<file path="src/rtl/if_id_buffer_if.sv">
// Handshake bundle between fetch, the IF/ID buffer and decode.
// The master modport is the fetch/decode side; the slave modport is the buffer.
interface if_id_buffer_if #(
    parameter int INST_W = 26,
    parameter int PC_W   = 16,
    parameter int DEPTH  = 2
);
    logic                       flush;
    logic                       in_valid;
    logic                       in_ready;
    logic [INST_W-1:0]          in_inst;
    logic [PC_W-1:0]            in_pc;
    logic                       out_valid;
    logic                       out_ready;
    logic [INST_W-1:0]          out_inst;
    logic [PC_W-1:0]            out_pc;
    logic [$clog2(DEPTH+1)-1:0] count;

    modport master (
        output flush, in_valid, in_inst, in_pc, out_ready,
        input  in_ready, out_valid, out_inst, out_pc, count
    );

    modport slave (
        input  flush, in_valid, in_inst, in_pc, out_ready,
        output in_ready, out_valid, out_inst, out_pc, count
    );
endinterface

</file>
<file path="src/rtl/if_id_buffer.sv">
// IF/ID circular buffer: holds up to DEPTH fetched instruction/PC pairs so decode can stall
// without dropping fetches; flush discards everything on a branch redirect.
module if_id_buffer #(
    parameter int                INST_W   = 26,
    parameter int                PC_W     = 16,
    parameter int                DEPTH    = 2,
    parameter logic [INST_W-1:0] NOP_INST = '0
) (
    input  logic            clk,
    input  logic            rst,
    if_id_buffer_if.slave   bus
);
    localparam int PTR_W = $clog2(DEPTH);
    localparam int CNT_W = $clog2(DEPTH + 1);
    localparam logic [CNT_W-1:0] FULL_CNT = CNT_W'(DEPTH);

    logic [INST_W-1:0] r_inst [DEPTH];
    logic [PC_W-1:0]   r_pc   [DEPTH];
    logic [PTR_W-1:0]  r_wr_ptr;
    logic [PTR_W-1:0]  r_rd_ptr;
    logic [CNT_W-1:0]  r_count;

    logic w_in_ready;
    logic w_out_valid;
    logic w_push;
    logic w_pop;

    // Ready/valid come only from registered occupancy, so a full buffer refuses a push even while popping.
    assign w_in_ready  = (r_count < FULL_CNT);
    assign w_out_valid = (r_count != '0);
    assign w_push      = bus.in_valid && w_in_ready;
    assign w_pop       = w_out_valid && bus.out_ready;

    always_ff @(posedge clk or negedge rst) begin
        if (!rst) begin
            r_wr_ptr <= '0;
            r_rd_ptr <= '0;
            r_count  <= '0;
            for (int i = 0; i < DEPTH; i++) begin
                r_inst[i] <= NOP_INST;
                r_pc[i]   <= '0;
            end
        end else if (bus.flush) begin
            r_wr_ptr <= '0;
            r_rd_ptr <= '0;
            r_count  <= '0;
        end else begin
            if (w_push) begin
                r_inst[r_wr_ptr] <= bus.in_inst;
                r_pc[r_wr_ptr]   <= bus.in_pc;
                r_wr_ptr         <= r_wr_ptr + PTR_W'(1);
            end
            if (w_pop) begin
                r_rd_ptr <= r_rd_ptr + PTR_W'(1);
            end
            if (w_push && !w_pop) begin
                r_count <= r_count + CNT_W'(1);
            end else if (w_pop && !w_push) begin
                r_count <= r_count - CNT_W'(1);
            end
        end
    end

    assign bus.in_ready  = w_in_ready;
    assign bus.out_valid = w_out_valid;
    assign bus.out_inst  = w_out_valid ? r_inst[r_rd_ptr] : NOP_INST;
    assign bus.out_pc    = w_out_valid ? r_pc[r_rd_ptr] : '0;
    assign bus.count     = r_count;
endmodule

</file>
<file path="src/flat_wrapper.sv">
// flat-port wrapper written by rule: the top's interface ports become plain ports
module if_id_buffer_flat 
#(
    parameter int                INST_W   = 26,
    parameter int                PC_W     = 16,
    parameter int                DEPTH    = 2,
    parameter logic [INST_W-1:0] NOP_INST = '0
)
  (clk, rst, bus_flush, bus_in_valid, bus_in_inst, bus_in_pc, bus_out_ready, bus_in_ready, bus_out_valid, bus_out_inst, bus_out_pc, bus_count);
  if_id_buffer_if #(.INST_W(INST_W), .PC_W(PC_W), .DEPTH(DEPTH)) bus_i ();
  input  logic clk;
  input  logic rst;
  input wire logic [$bits(bus_i.flush)-1:0] bus_flush;
  input wire logic [$bits(bus_i.in_valid)-1:0] bus_in_valid;
  input wire logic [$bits(bus_i.in_inst)-1:0] bus_in_inst;
  input wire logic [$bits(bus_i.in_pc)-1:0] bus_in_pc;
  input wire logic [$bits(bus_i.out_ready)-1:0] bus_out_ready;
  output wire logic [$bits(bus_i.in_ready)-1:0] bus_in_ready;
  output wire logic [$bits(bus_i.out_valid)-1:0] bus_out_valid;
  output wire logic [$bits(bus_i.out_inst)-1:0] bus_out_inst;
  output wire logic [$bits(bus_i.out_pc)-1:0] bus_out_pc;
  output wire logic [$bits(bus_i.count)-1:0] bus_count;
  assign bus_i.flush = bus_flush;
  assign bus_i.in_valid = bus_in_valid;
  assign bus_i.in_inst = bus_in_inst;
  assign bus_i.in_pc = bus_in_pc;
  assign bus_i.out_ready = bus_out_ready;
  assign bus_in_ready = bus_i.in_ready;
  assign bus_out_valid = bus_i.out_valid;
  assign bus_out_inst = bus_i.out_inst;
  assign bus_out_pc = bus_i.out_pc;
  assign bus_count = bus_i.count;
  if_id_buffer #(.INST_W(INST_W), .PC_W(PC_W), .DEPTH(DEPTH), .NOP_INST(NOP_INST)) u_core (.clk(clk), .rst(rst), .bus(bus_i));
endmodule
</file>
<file path="config.mk">
export PLATFORM = sky130hd
export DESIGN_NAME = if_id_buffer_flat
export DESIGN_NICKNAME = d
export VERILOG_FILES = /design/src/rtl/if_id_buffer_if.sv /design/src/rtl/if_id_buffer.sv /design/src/flat_wrapper.sv
export SDC_FILE = /design/constraint.sdc
export NUM_CORES = 1
export LEC_CHECK = 0
export ABC_CLOCK_PERIOD_IN_PS = 1980
export CELL_PAD_IN_SITES_DETAIL_PLACEMENT = 1
export CELL_PAD_IN_SITES_GLOBAL_PLACEMENT = 1
export CORE_MARGIN = 2
export CORE_UTILIZATION = 40
export CTS_CLUSTER_SIZE = 24
export DETAILED_ROUTE_END_ITERATION = 16
export HOLD_SLACK_MARGIN = 0.02
export PLACE_DENSITY = 0.78
export SYNTH_ARGS = -nofsm -noshare
export SYNTH_HDL_FRONTEND = slang
export SYNTH_SLANG_ARGS = --single-unit
</file>
<file path="constraint.sdc">
create_clock -name clk -period 1.98 [get_ports clk]
set_input_delay 0.396 -clock clk [delete_from_list [all_inputs] [get_ports clk]]
set_output_delay 0.396 -clock clk [all_outputs]
set_load 0.02 [all_outputs]
</file>
Word level (Yosys, flattened, before mapping)
Cells that the tools add are included.
Widths: inputs -> output; s select.
{ "word_totals": {"ff_bits": 88, "word_cells": 51, "output_inout_bits": 46, "inputBits": 47} }
{ "classes": {"n_bitwise": 3, "addsub": 4, "n_lt_le_gt_ge": 4, "muxes": 21, "reduce_logical": 12} }
{ "op_table": {"columns": ["cell", "n"], "rows": [
  ["$mux 26", 5],
  ["$mux 16", 5],
  ["$bwmux 52", 1],
  ["$bwmux 32", 1],
  ["$demux 26 s1", 1],
  ["$demux 16 s1", 1],
  ["$mux 2", 3],
  ["$reduce_bool 2->1", 3],
  ["$logic_and 1x1->1", 5],
  ["$ge 2x2->1 const B", 2],
  ["$mux 1", 4],
  ["$not 1->2", 2],
  ["$reduce_bool 3->1", 1],
  ["$add 1x1->1 const B", 2],
  ["$add 2x1->2 const B", 1],
  ["$logic_not 1->1", 2],
  ["$lt 2x1->1 const B", 1],
  ["$lt 2x2->1 const B", 1],
  ["$reduce_and 2->1", 1],
  ["$sub 2x1->2 const B", 1],
  ["$not 1->1", 1]
]} }

Depth between registers and ports, before layout
{ "depth": {"word_depth": 7, "depth_mapped": 5, "ltp_nobuf": 3} }

Least setup slack after synthesis
Ideal clock, no wire load.
{ "synth_timing": {"path_type": "flip-flop to flip-flop", "start": "register u_core.r_count[1], in the netlist u_core.bus.count[1]", "end": "register u_core.r_inst[1] (netlist bit)", "path_stages_with_launch": 6, "synth_period_minus_slack_ns": 1.779, "path_buffers": 2, "arrival_time_ns": 1.655, "required_time_ns": 1.855, "setup_slack_ns": 0.201, "setup_time_ns": 0.125, "cell_sequence": "dfrtp_1 -> nand2b_1 -> buf_6 -> nor3b_4 -> buf_6 -> mux2_2"} }
{ "synth_between": {"elab_chain_cells": 3} }
{ "synth_lines": {"columns": ["element", "line", "rtl"], "rows": [
  ["from (decl)", "if_id_buffer.sv:21", "logic [CNT_W-1:0] r_count;"],
  ["from (signal assigned)", "if_id_buffer.sv:57", "r_count <= r_count + CNT_W'(1);"],
  ["from (signal assigned)", "if_id_buffer.sv:59", "r_count <= r_count - CNT_W'(1);"],
  ["$lt 2x2->1", "if_id_buffer.sv:29", "assign w_in_ready = (r_count < FULL_CNT);"],
  ["$logic_and 1x1->1", "if_id_buffer.sv:31", "assign w_push = bus.in_valid && w_in_ready;"],
  ["$reduce_and 2->1 (no source line)", null, null],
  ["to (signal, indexed assignment)", "if_id_buffer.sv:49", "r_inst[r_wr_ptr] <= bus.in_inst;"],
  ["to (decl)", "if_id_buffer.sv:17", "logic [INST_W-1:0] r_inst [DEPTH];"]
]} }
Every way passes these cells.
A chain may end at the register's enable or synchronous reset.

Worst setup path in the final report
{ "layout_timing": {"start": "register u_core.r_rd_ptr", "end": "output bus_out_inst[9]"} }
{ "layout_between": {"elab_chain_cells": 5} }
{ "layout_lines": {"columns": ["element", "line", "rtl"], "rows": [
  ["from (decl)", "if_id_buffer.sv:20", "logic [PTR_W-1:0] r_rd_ptr;"],
  ["from (signal assigned)", "if_id_buffer.sv:54", "r_rd_ptr <= r_rd_ptr + PTR_W'(1);"],
  ["$not 1->2 (not written as such)", "if_id_buffer.sv:66", "assign bus.out_inst = w_out_valid ? r_inst[r_rd_ptr] : NOP_INST;"],
  ["$mux 26 (not written as such) (3 in a row)", "if_id_buffer.sv:66", null],
  ["$mux 26", "if_id_buffer.sv:66", null],
  ["to (decl)", "flat_wrapper.sv:20", "output wire logic [$bits(bus_i.out_inst)-1:0] bus_out_inst;"]
]} }
Every way passes these cells. The select of a mux whose other input is x is not followed.

==> run_results.csv <==
group,metric,value,unit
critical_path,critical_path_required,1.58,ns
drt,detailroute.via_count,2689,
clock_tree,cts_tree,"built",
drt,antenna_left,0,
global_routing,grtUsageTotal,17.2,%
hold_path,holdCritPathClass,"in2async",
finish,number_of_diodes,0,
flow_run,cap_viol_max_count,0,
critical_path,crit_arrival,1.65,ns
floorplanning,top_level_ports,93,
floorplanning,dieArea,10800,sq um
synthesis,synth_compound_gate_area_share,0.691,%
synthesis,mappedNetlistNets,342,
placement,place.port_buffers,92,
drt,drtPass1Iterations,3,
drt,drc_errors,0,
drt,detail_route.vias_per_cell,4.98,
outcome,violations,"setup timing",
global_routing,overflow,0,
placement,gp_congestion,0.680,
clock_tree,cts_sinks,88,
floorplanning,die_x,104,um
drt,drt_iter0_markers,41,
drt,drt-wirelength-per-cell,17.9,um
clock_tree,clock_tree.buffer_depth,2,
clock_tree,path_clk_slew,0.09,ns
timing,hold_viol,0,
timing,finalClockSkew,0.0103,ns
global_routing,grt_pass1_wl,14900,um
synthesis,yosys_warnings,0,
timing,time_the_worst_path_needs_with_i_o_delays_and_setup,2.04,ns
clock_tree,ctsHoldBuffers,0,
synthesis,post_synth_instance_area,3980,sq um
power,p_leak,2.30,nW
critical_path,critPathKind,"reg2out",
power,fin_total_pwr,5.44,mW
floorplanning,floorplan_core_area,9730,sq um
floorplanning,die_height,104,um
critical_path,worst-path-max-fanout,6,
finish,flow.area_growth_from_synthesis,34.8,%
critical_path,setup.worst_path.end_class,"output port",
floorplanning,initial_util,40.9,%
global_routing,grt_start_max_net_pins,89,
finish,final.fill_count,1032,
timing,final_critical_path_setup_slack,-0.0629,ns
global_routing,use_met3,3.71,%
synthesis,ys_seq_area_share,55.3,%
clock_tree,cts-buffers-inserted,9,
placement,pre_cts_ws,-0.139,ns
drt,totalWireLength,9690,um
timing,number_of_pins_exceeding_their_max_slew_limit_in_the_final_report,0,
finish,drive_above_1_share,41.3,%
synthesis,synth-simple-area-share,5.84,%
timing,tightestPinTransition,0.494,ns
clock_tree,cts_htree_levels,3,
synthesis,netlist_instances,295,
power,power.ir.vdd_worst,0.421,mV
timing,worst_slew_margin_rel,67.1,%
synthesis,postSynthRegisterBits,88,
global_routing,groute.layer.met1.usage,22.2,%
critical_path,r2r_slack,0.18,ns
outcome,outcome,"complete, but fails checks",
global_routing,grt_pass1_vias,2920,
timing,hold_slack,0.0535,ns
synthesis,netlist_cell_types,18,
synthesis,combinational_family_with_the_most_area_after_synthesis,"multiplexers",
timing,rsz0062_at_grt,"true",
timing,finalSetupViolCount,3,
global_routing,gr-usage-met2,29.7,%
placement,detailed_placer_s_ending_hpwl,6000,um
power,cellPowerDensity,1010,nW/um^2
global_routing,initial_antenna_violation_count,0,
synthesis,postSynthAreaPerCell,13.5,sq um
timing,period_share,103,%
synthesis,muxShareOfSynthArea,34.6,%
floorplanning,placement_rows,36,
synthesis,synth_xor_xnor_area_share,0.440,%
critical_path,crit_path_start_kind,"register",
synthesis,synth-adder-area-share,0,%
clock_tree,clkLatencyLatePin,0.35,ns
finish,layout.nets,449,
timing,max_freq,490,MHz
global_routing,routing_layer_with_the_top_usage_in_global_route,"met2",
clock_tree,clk_root_buffer_cell,"sky130_fd_sc_hd__clkbuf_8",
## cell usage after synthesis
master	count	share of area [%]
sky130_fd_sc_hd__xor2_1	2	0.44
sky130_fd_sc_hd__buf_2	8	1.0
sky130_fd_sc_hd__dfrtp_1	88	55
sky130_fd_sc_hd__a21oi_1	2	0.25
sky130_fd_sc_hd__mux2_2	79	22
sky130_fd_sc_hd__nor3b_4	1	0.47
sky130_fd_sc_hd__mux2_1	5	1.4
sky130_fd_sc_hd__nand2_1	1	0.094
sky130_fd_sc_hd__nor2_1	45	4.2
sky130_fd_sc_hd__inv_1	2	0.19
sky130_fd_sc_hd__o21ai_0	2	0.25
sky130_fd_sc_hd__nor3_4	1	0.41
sky130_fd_sc_hd__buf_6	5	1.4
sky130_fd_sc_hd__mux2i_1	43	11
sky130_fd_sc_hd__nor2b_1	2	0.31
sky130_fd_sc_hd__a21o_1	1	0.19
sky130_fd_sc_hd__nand2b_1	2	0.31
sky130_fd_sc_hd__clkbuf_1	6	0.57
## through the flow
stage / utilization, % / std cells / TNS [ns] / cell area (sq um)
floorplan: - / 295 / 0 / 3980
global placement: 53.0 / 514 / -5.83 / 5150
detailed placement: 53.0 / 514 / -7.50 / 5150
CTS: 55.2 / 530 / -0.121 / 5370
global route: 55.2 / 540 / -0.722 / 5370
finish: 55.2 / 540 / -0.127 / 5370
## flip-flops by register name, summed over array words and instances (netlist names)
register and flops:
u_core.bus.count 2, u_core.r_inst 52, u_core.r_pc 32, u_core.r_rd_ptr 1, u_core.r_wr_ptr 1
## critical path: stages, from the launching register on
cell	delay (ns)
sky130_fd_sc_hd__dfrtp_2	0.44
sky130_fd_sc_hd__buf_12	0.14
sky130_fd_sc_hd__buf_12	0.12
sky130_fd_sc_hd__clkbuf_16	0.16
sky130_fd_sc_hd__mux2i_1	0.12
sky130_fd_sc_hd__nor2_1	0.15
sky130_fd_sc_hd__buf_4	0.17
## power by group
part / switching [mW] / internal, mW
clock network: 0.680 / 0.637
registers: 0.279 / 2.30
logic: 0.692 / 0.850
## kinds of logic (layout without fill, tap and decap cells)
kind of cell           after synthesis  count (layout)
AO/OA/AOI/OAI                        5               5
flip-flops                          88              88
multiplexers                       127             127
AND/OR/NAND/NOR                     52              52
XOR/XNOR                             2               2
buffers and inverters               21             133
## routing by layer
metal	share of wire, %	vias up
met5	0	-
met4	1.2	0
met3	4.1	10
met2	49	72
met1	45	1375
li1	-	1232
## cell usage in the layout (no fill, tap or decap), types with 2 or more instances in the layout
cell / instances
sky130_fd_sc_hd__dfrtp_1: 86
sky130_fd_sc_hd__mux2_2: 79
sky130_fd_sc_hd__clkdlybuf4s50_1: 47
sky130_fd_sc_hd__nor2_1: 44
sky130_fd_sc_hd__mux2i_1: 40
sky130_fd_sc_hd__buf_4: 24
sky130_fd_sc_hd__clkbuf_2: 21
sky130_fd_sc_hd__clkbuf_8: 10
sky130_fd_sc_hd__buf_12: 10
sky130_fd_sc_hd__mux2_1: 5
sky130_fd_sc_hd__buf_2: 5
sky130_fd_sc_hd__inv_6: 4
sky130_fd_sc_hd__mux2i_2: 3
sky130_fd_sc_hd__clkbuf_16: 3
sky130_fd_sc_hd__dlygate4sd2_1: 3
sky130_fd_sc_hd__inv_1: 2
sky130_fd_sc_hd__nand2b_1: 2
sky130_fd_sc_hd__nor2b_1: 2
sky130_fd_sc_hd__a21oi_1: 2
sky130_fd_sc_hd__o21ai_0: 2
sky130_fd_sc_hd__xor2_1: 2
sky130_fd_sc_hd__dfrtp_2: 2
## timing repair
item,4_1_cts,5_1_grt
endpoints found under the hold margin,0,0
pin swaps,0,2
endpoints found under the setup margin,44,43
gates cloned,0,4
buffers inserted,0,6
gates resized for setup,97,70
## path summary, 6_finish.rpt
path                       cells after the start           endpoint           startpoint
max                                            6    bus_out_inst[9]      u_core.r_rd_ptr
min                                            2    u_core.r_pc[30]                  rst
max reg2reg                                    4    u_core.r_pc[13]  u_core.bus.count[1]
min reg2reg                                    1  u_core.r_inst[12]    u_core.r_inst[12]
max in group asynchronous                      2    u_core.r_rd_ptr                  rst
min in group clk                               1  u_core.r_inst[12]    u_core.r_inst[12]
## layout make-up
class | instances | area, sq um | share of cell area (%)
sequential | 88 | 2200 | 41.1
multi-input combinational | 186 | 1670 | 31.2
timing repair buffer | 115 | 1110 | 20.6
tap | 133 | 166 | 3.10
clock buffer | 10 | 138 | 2.56
clock inverter | 6 | 72.6 | 1.35
inverter | 2 | 7.51 | 0.140
Note: power is estimated with default switching activity, not from simulation.
